[src/rtl/fetch_r32i.sv]
// fetch_r32i: RV32I instruction fetch unit. PC addresses are accepted over a valid/ready handshake,
// in-order memory reads land in a DEPTH-entry queue for decode. Optional macro: MISALIGN_TRAP_EN.
module fetch_r32i #(
    parameter int dataW = 32,
    parameter int addrW = 32,
    parameter int DEPTH = 2
) (
    input  logic             clock,
    input  logic             nReset,
    input  logic [addrW-1:0] ProgAddr,
    input  logic             AddrValid,
    output logic             AddrReady,
    input  logic             Flush,
    output logic             MemReq,
    output logic [addrW-1:0] MemAddr,
    input  logic             MemGnt,
    input  logic             MemRValid,
    input  logic [dataW-1:0] MemRData,
    output logic             InstrValid,
    output logic [dataW-1:0] Instr,
    output logic [addrW-1:0] InstrAddr,
    input  logic             InstrReady,
    output logic             FetchFault
);

    localparam int PW = $clog2(DEPTH);
    localparam int CW = PW + 1;

    typedef logic [PW-1:0] ptr_t;
    typedef logic [CW-1:0] cnt_t;
    typedef logic [CW:0]   sum_t;

    logic [addrW-1:0] addr_q [DEPTH];
    logic [addrW-1:0] addr_d [DEPTH];
    logic [dataW-1:0] data_q [DEPTH];
    logic [dataW-1:0] data_d [DEPTH];
    logic [DEPTH-1:0] filled_q, filled_d;
    logic [DEPTH-1:0] fault_q, fault_d;
    ptr_t             wr_ptr_q, wr_ptr_d;
    ptr_t             rd_ptr_q, rd_ptr_d;
    cnt_t             used_q, used_d;
    cnt_t             drop_q, drop_d;

    logic credit, misaligned, open_slot, accept, pop, fill, drop_rsp;
    logic fill_found;
    ptr_t fill_ptr;
    cnt_t unfilled;
    sum_t pending;

    assign credit = (sum_t'(used_q) + sum_t'(drop_q)) < sum_t'(DEPTH);

`ifdef MISALIGN_TRAP_EN
    assign misaligned = (ProgAddr[1:0] != 2'b00);
`else
    assign misaligned = 1'b0;
`endif

    // A misaligned address never reaches memory; it is accepted without a grant.
    assign open_slot = nReset & AddrValid & credit & ~Flush;
    assign MemReq    = open_slot & ~misaligned;
    assign accept    = (MemReq & MemGnt) | (open_slot & misaligned);
    assign AddrReady = accept;
    assign MemAddr   = {ProgAddr[addrW-1:2], 2'b00};

    assign InstrValid = filled_q[rd_ptr_q];
    assign Instr      = data_q[rd_ptr_q];
    assign InstrAddr  = addr_q[rd_ptr_q];
    assign FetchFault = filled_q[rd_ptr_q] & fault_q[rd_ptr_q];

    assign pop      = InstrValid & InstrReady;
    assign drop_rsp = MemRValid & (drop_q != '0);
    assign fill     = MemRValid & (drop_q == '0) & fill_found;

    // Oldest allocated entry still waiting for data; fault entries are pre-filled and skipped.
    always_comb begin
        fill_found = 1'b0;
        fill_ptr   = '0;
        unfilled   = '0;
        for (int i = 0; i < DEPTH; i++) begin
            ptr_t idx;
            idx = rd_ptr_q + ptr_t'(i);
            if (cnt_t'(i) < used_q && !filled_q[idx]) begin
                unfilled = unfilled + cnt_t'(1);
                if (!fill_found) begin
                    fill_found = 1'b1;
                    fill_ptr   = idx;
                end
            end
        end
    end

    always_comb begin
        // NOTE: every next-state value gets a default first so no path can infer a latch.
        addr_d   = addr_q;
        data_d   = data_q;
        filled_d = filled_q;
        fault_d  = fault_q;
        wr_ptr_d = wr_ptr_q;
        rd_ptr_d = rd_ptr_q;
        used_d   = used_q;
        drop_d   = drop_q;
        pending  = sum_t'(drop_q) + sum_t'(unfilled);

        if (Flush) begin
            filled_d = '0;
            fault_d  = '0;
            wr_ptr_d = '0;
            rd_ptr_d = '0;
            used_d   = '0;
            if (MemRValid && pending != '0)
                pending = pending - sum_t'(1);
            drop_d = cnt_t'(pending);
        end else begin
            if (accept) begin
                addr_d[wr_ptr_q]   = ProgAddr;
                data_d[wr_ptr_q]   = '0;
                filled_d[wr_ptr_q] = misaligned;
                fault_d[wr_ptr_q]  = misaligned;
                wr_ptr_d           = wr_ptr_q + ptr_t'(1);
            end
            if (fill) begin
                data_d[fill_ptr]   = MemRData;
                filled_d[fill_ptr] = 1'b1;
            end
            if (drop_rsp)
                drop_d = drop_q - cnt_t'(1);
            if (pop) begin
                filled_d[rd_ptr_q] = 1'b0;
                fault_d[rd_ptr_q]  = 1'b0;
                rd_ptr_d           = rd_ptr_q + ptr_t'(1);
            end
            used_d = used_q + cnt_t'(accept) - cnt_t'(pop);
        end
    end

    always_ff @(posedge clock or negedge nReset) begin
        if (!nReset) begin
            // NOTE: the entry storage is reset too, because Instr/InstrAddr must read 0 out of reset.
            for (int i = 0; i < DEPTH; i++) begin
                addr_q[i] <= '0;
                data_q[i] <= '0;
            end
            filled_q <= '0;
            fault_q  <= '0;
            wr_ptr_q <= '0;
            rd_ptr_q <= '0;
            used_q   <= '0;
            drop_q   <= '0;
        end else begin
            addr_q   <= addr_d;
            data_q   <= data_d;
            filled_q <= filled_d;
            fault_q  <= fault_d;
            wr_ptr_q <= wr_ptr_d;
            rd_ptr_q <= rd_ptr_d;
            used_q   <= used_d;
            drop_q   <= drop_d;
        end
    end

    rsp_has_owner: assert property (@(posedge clock) disable iff (!nReset)
        MemRValid |-> (drop_q != '0 || fill_found));

endmodule

[config.mk]
export PLATFORM = sky130hd
export DESIGN_NAME = fetch_r32i
export DESIGN_NICKNAME = d
export VERILOG_FILES = /design/src/rtl/fetch_r32i.sv
export SDC_FILE = /design/constraint.sdc
export NUM_CORES = 1
export LEC_CHECK = 0
export CELL_PAD_IN_SITES_DETAIL_PLACEMENT = 1
export CELL_PAD_IN_SITES_GLOBAL_PLACEMENT = 2
export CORE_MARGIN = 8
export CORE_UTILIZATION = 28
export DETAILED_ROUTE_END_ITERATION = 10
export HOLD_SLACK_MARGIN = 0.12
export PLACE_DENSITY_LB_ADDON = 0.1
export SYNTH_ARGS = -nofsm -noshare
export SYNTH_HDL_FRONTEND = slang
export SYNTH_SLANG_ARGS = --single-unit
[constraint.sdc]
create_clock -name clock -period 3.28 [get_ports clock]
set_clock_uncertainty 0.2 [all_clocks]
set_input_delay 0.984 -clock clock [delete_from_list [all_inputs] [get_ports clock]]
set_output_delay 0.984 -clock clock [all_outputs]
set_load 0.01 [all_outputs]
Word level (Yosys, flattened, before mapping)
Cells that the tools add are included.
{"block": "totals", "register_bits": 138, "latch_bits": 0, "ram_bits": 0, "mem_bits_ro": 0, "wordCells": 125, "memories": 0}
{"block": "op_classes", "addsub": 9, "multipliers": 0, "div_mod_pow": 0, "magnitude_cmp": 15, "eq_ne": 0, "shift": 0, "muxes": 52, "n_bitwise": 22, "n_reduce_logical": 17}
{"operator": "$mux W32", "n": 8}
{"operator": "$mux W64", "n": 3}
{"operator": "$bwmux W64", "n": 2}
{"operator": "$and A64 B64 Y64", "n": 1}
{"operator": "$demux W32 S1", "n": 2}
{"operator": "$not A64 Y64", "n": 1}
{"operator": "$mux W2", "n": 15}
{"operator": "$mux W1", "n": 19}
{"operator": "$and A1 B1 Y1", "n": 9}
{"operator": "$and A2 B2 Y2", "n": 4}
{"operator": "$logic_and A1 B1 Y1", "n": 8}
{"operator": "$lt A1 B2 Y1 const B", "n": 4}
{"operator": "$reduce_bool A2 Y1", "n": 4}
{"operator": "$add A2 B2 Y3", "n": 2}
{"operator": "$ge A2 B2 Y1 const B", "n": 3}
{"operator": "$not A1 Y2", "n": 3}
{"operator": "$lt A1 B2 Y1 const A", "n": 2}
{"operator": "$lt A2 B1 Y1 const B", "n": 2}
{"operator": "$not A2 Y2", "n": 2}
{"operator": "$sub A2 B1 Y2 const B", "n": 2}
{"operator": "$demux W1 S1", "n": 3}
{"operator": "$ge A1 B1 Y1 const B", "n": 3}
{"operator": "$lt A3 B2 Y1 const B", "n": 1}
{"operator": "$reduce_bool A3 Y1", "n": 1}
{"operator": "9 further kinds", "n": 11}

Longest topological paths before layout
{"block": "depth", "word_depth": 17, "depth_mapped": 13, "mapped_depth_nobuf": 12}

Worst setup path before layout
Ideal clock, no wire load.
{"block": "synth_timing", "kind": "register to register", "from": "register rd_ptr_q", "to": "register drop_q[1]", "setup_time_ns": 0.083, "arrival_time_ns": 2.846, "t_required_ns": 2.997, "slack_ns": 0.151, "path_stages_with_launch": 14, "path_buffers": 2, "period_less_slack_ns": 3.129, "cell_sequence": "dfrtp_1 -> buf_4 -> clkbuf_1 -> a21oi_1 -> o21ai_0 -> ha_1 -> ha_1 -> fa_1 -> inv_1 -> ha_1 -> nand2b_1 -> a21oi_1 -> a311o_1 -> o21ai_0"}
{"block": "synth_via", "elab_chain_cells": 12, "word_cells_on_any_way": 18}
{"item": "start, declared", "line_no": "40", "rtl": "ptr_t rd_ptr_q, rd_ptr_d;"}
{"item": "start signal, assigned", "line_no": "155", "rtl": "rd_ptr_q <= rd_ptr_d;"}
{"item": "$mux W1 (implied by the code) (2 in a row)", "line_no": "82", "rtl": "if (cnt_t'(i) < used_q && !filled_q[idx]) begin"}
{"item": "$logic_not A1 Y1", "line_no": "82"}
{"item": "$logic_and A1 B1 Y1", "line_no": "82"}
{"item": "$mux W1", "line_no": "82"}
{"item": "$add A1 B1 Y2", "line_no": "83", "rtl": "unfilled = unfilled + cnt_t'(1);"}
{"item": "$mux W2 *", "line_no": "82"}
{"item": "$add A2 B2 Y3 *", "line_no": "102", "rtl": "pending = sum_t'(drop_q) + sum_t'(unfilled);"}
{"item": "branches (longest 2 deep; another with $sub A2 B1 Y2)"}
{"item": "$mux W2 *", "line_no": "110", "rtl": "if (MemRValid && pending != '0)"}
{"item": "$mux W2 *", "line_no": "104", "rtl": "if (Flush) begin"}
{"item": "end signal, assigned", "line_no": "157", "rtl": "drop_q <= drop_d;"}
{"item": "end, declared", "line_no": "42", "rtl": "cnt_t drop_q, drop_d;"}
Mark *: on every way between the ends. The select of a mux whose other input is x is not followed.
A chain may end at the register's enable or synchronous reset.

Final worst setup path
{"block": "layout_timing", "from": "register rd_ptr_q", "to": "output InstrAddr[1]"}
{"block": "layout_via", "elab_chain_cells": 4}
{"item": "$not A1 Y2 (implied by the code)", "line_no": "67", "rtl": "assign InstrAddr = addr_q[rd_ptr_q];"}
{"item": "$mux W32 (implied by the code) (3 in a row)", "line_no": "67"}
{"item": "end, declared", "line_no": "21", "rtl": "output logic [addrW-1:0] InstrAddr,"}
Every way passes these cells. The select of a mux whose other input is x is not followed.

==> impl_metrics.env <==
export IMPL_status="finished clean"
export IMPL_slowest_delay_ns=0.52
export IMPL_grt_pass1_vias=5915
export IMPL_vdd_drop_max_mv=0.252
export IMPL_grt_ovfl_total=0
export IMPL_htreeDepth=4
export IMPL_power_mw=6.25
export IMPL_max_freq_ghz=0.306
export IMPL_yosys_warnings=0
export IMPL_cp_cell_sequence="buf_4 > mux2_2 > clkdlybuf4s50_1"
export IMPL_hold_viol=0
export IMPL_cts_made_buffers=17
export IMPL_synth_cell_types=44
export IMPL_yosysMostFrequentCell="dfrtp_1"
export IMPL_clk_latency_ns=0.41
export IMPL_maxCapViolCount=0
export IMPL_grt_usage_pct=14.5
export IMPL_cp_slowest_cell="clkdlybuf4s50_1"
export IMPL_synth_edf_count=0
export IMPL_cts_max_path_buffers=2
export IMPL_clkTransAtPathRegs_ns=0.06
export IMPL_nFillCells=2542
export IMPL_required_ns=2.10
export IMPL_ys_top_cells_by_count="dfrtp_1, nand2_1, mux2_2"
export IMPL_p_leak_nw=4.52
export IMPL_first_pass_iters=4
export IMPL_place_congestion=0.719
export IMPL_rsz0062_at_grt="true"
export IMPL_yosys_area_top_type="dfrtp_1"
export IMPL_crit_fanout=14
export IMPL_start_util_pct=28.5
export IMPL_tightest_slew_ns=0.856
export IMPL_antenna_diode_count=0
export IMPL_num_vias=4966
export IMPL_dieArea_um2=29200
export IMPL_placed_area_um2=8740
export IMPL_grt_max_degree=140
export IMPL_syn_avg_cell_area_um2=11.2
export IMPL_cts_root_buf="clkbuf_16"
export IMPL_regArea_um2=3460
export IMPL_setup_ws_ns=0.0133
export IMPL_first_iter_violations=206
export IMPL_drive_above_1_share_pct=19.8
export IMPL_powerDensity_nw_per_um2=663
export IMPL_startpoint_type="flip-flop"
export IMPL_clock_sinks=138
export IMPL_ys_top_cells_by_area="dfrtp_1, mux2_2, nand2_1"
export IMPL_grt_pass1_wl_um=33000
export IMPL_antenna_found_initial=0
export IMPL_die_h_um=171
export IMPL_crit_arrival_ns=2.08
export IMPL_port_buffers=168
export IMPL_async_flop_share_pct=100
export IMPL_routedWlPerCell_um=18.3
export IMPL_viasPerCell=4.52
export IMPL_drv_slew=0
export IMPL_ant_nets=0
export IMPL_fin_crit_sh_pct=99.6
export IMPL_num_io_pins=171
export IMPL_synth_flop_cell="dfrtp_1"
export IMPL_setup_viol=0
export IMPL_hold_path_class="reg -> reg"
export IMPL_drc=0
export IMPL_ys_ff_latch=138
export IMPL_multi_input_area_um2=2740
export IMPL_syn_cell_area_um2=6720
export IMPL_slew_headroom_pct=42.9
export IMPL_cts_tree="yes"
export IMPL_core_area_um2=23500
export IMPL_fin_area_um2=9440
export IMPL_hpwlAfterDp_um=13400
export IMPL_fp_dieW_um=171
export IMPL_crit_type="reg -> out"
export IMPL_synth_seq_area_share_pct=51.4
export IMPL_netlist_area_leader_share_pct=51.4
export IMPL_endpoint_kind="output port"
export IMPL_syn_instance_count=600
export IMPL_layout_nets=847
export IMPL_areaGrowthSynthToFinish_pct=40.6
export IMPL_finalCriticalPeriod_ns=3.27
export IMPL_dp_slack_ns=-0.394
export IMPL_routed_wl_um=20100
export IMPL_rows=56
[per-layer routing]
metal / wire length, um / up-vias / part of all wire (%) / track usage, %
met5: 0 / - / 0 / 0
met4: 176 / 0 / 0.87 / 3.40
met3: 1110 / 11 / 5.5 / 5.21
met2: 10200 / 98 / 51 / 24.8
met1: 8650 / 2553 / 43 / 17.0
li1: - / 2304 / - / -
[cells by family (layout without fill, tap and decap cells)]
kind of cell    count (synthesis)  count (layout)  synth area share [%]
xor+xnor                        2               2                 0.261
other cells                     1               2                0.0558
simple gates                  160             160                  10.1
fa+ha+maj                      10              10                  2.09
flops                         138             138                  51.4
mux                           131             131                  21.4
compound gates                 50              50                  6.34
buf+inv                       108             286                  8.37
[sequential cells by signal, indices dropped and copies added, names as in the netlist]
signal / flops
rd_ptr_q: 1
used_q: 2
fault_q: 2
addr_q: 64
data_q: 64
filled_q: 2
drop_q: 2
wr_ptr_q: 1
[cell usage in the layout, fill, tap and decap left out, types with 2 or more instances in the layout]
cell             Yosys  final
dlymetal6s2s_1       0     14
a311o_1              2      2
nor2_1               5      4
clkinv_2             0      2
fa_1                 2      2
inv_1               42     40
inv_6                0      2
mux2i_1             33     33
dlygate4sd2_1        0      2
conb_1               1      2
a22o_1              32     32
nand2b_1             2      2
dfrtp_1            138    137
mux2_1              32     32
ha_1                 8      8
bufinv_16            0      2
clkinv_4             0      3
clkbuf_16            0     17
a211oi_1             3      3
inv_2                1      3
clkdlybuf4s50_1      0    149
nor2b_1              4      3
nand2_1            130    130
clkinvlp_4           0      4
buf_4               33     36
and2_1               2      2
mux2_2              65     65
a21oi_1              5      4
and3_1               3      2
buf_6                3      2
o21ai_1              1      2
buf_12               0      5
nor3_1               6      6
[area by class of cell]
cell class	count	share of cell area [%]
Clock buffer	19	4.69
Multi-Input combinational cell	355	29.0
Clock inverter	13	1.52
Sequential cell	138	36.6
Tap cell	319	4.23
Inverter	44	1.75
Timing Repair Buffer	210	22.2
[worst paths after layout]
check,startpoint,end,slack [ns],cells after the start
worst max-delay path,rd_ptr_q$_DFFE_PN0P_,InstrAddr[1],0.01,3
worst min-delay path,addr_q[10]$_DFFE_PN0P_,addr_q[10]$_DFFE_PN0P_,0.27,2
worst max register to register,rd_ptr_q$_DFFE_PN0P_,drop_q[1]$_DFFE_PN0P_,0.19,11
worst min register to register,addr_q[10]$_DFFE_PN0P_,addr_q[10]$_DFFE_PN0P_,0.27,2
max in group asynchronous,nReset,rd_ptr_q$_DFFE_PN0P_,1.60,2
min in group asynchronous,nReset,addr_q[38]$_DFFE_PN0P_,0.48,2
[timing repair]
| action | 4_1_cts | 5_1_grt |
|---|---|---|
| endpoints found under the setup margin | 55 | 99 |
| gates resized for setup | 15 | 23 |
| hold buffers | 0 | 0 |
| buffers inserted | 3 | 3 |
| pin swaps | 3 | 2 |
[worst max-delay path, delay by kind of cell (launching register included)]
family | cells | cell delay, ns
buf+inv | 2 | 0.81
flops | 1 | 0.49
mux | 1 | 0.37
[power by group]
| group | internal [mW] | leakage (nW) | total, mW | switching (mW) |
|---|---|---|---|---|
| logic | 1.18 | 2.40 | 2.01 | 0.834 |
| clock network | 1.15 | 0.276 | 1.93 | 0.786 |
| registers | 2.10 | 1.85 | 2.31 | 0.206 |
| total | 4.43 | 4.52 | 6.25 | 1.83 |
[through the flow]
step / instances / hold WS [ns] / util (%) / TNS (ns)
floorplan: 601 / 0.240 / - / 0
global placement: 1060 / 0.252 / 37.1 / -0.645
detailed placement: 1060 / 0.261 / 37.1 / -0.825
CTS: 1095 / 0.278 / 39.7 / -0.564
global route: 1098 / 0.300 / 40.1 / -1.08
finish: 1098 / 0.273 / 40.1 / 0
No activity file was read; power rests on OpenSTA's default activity.
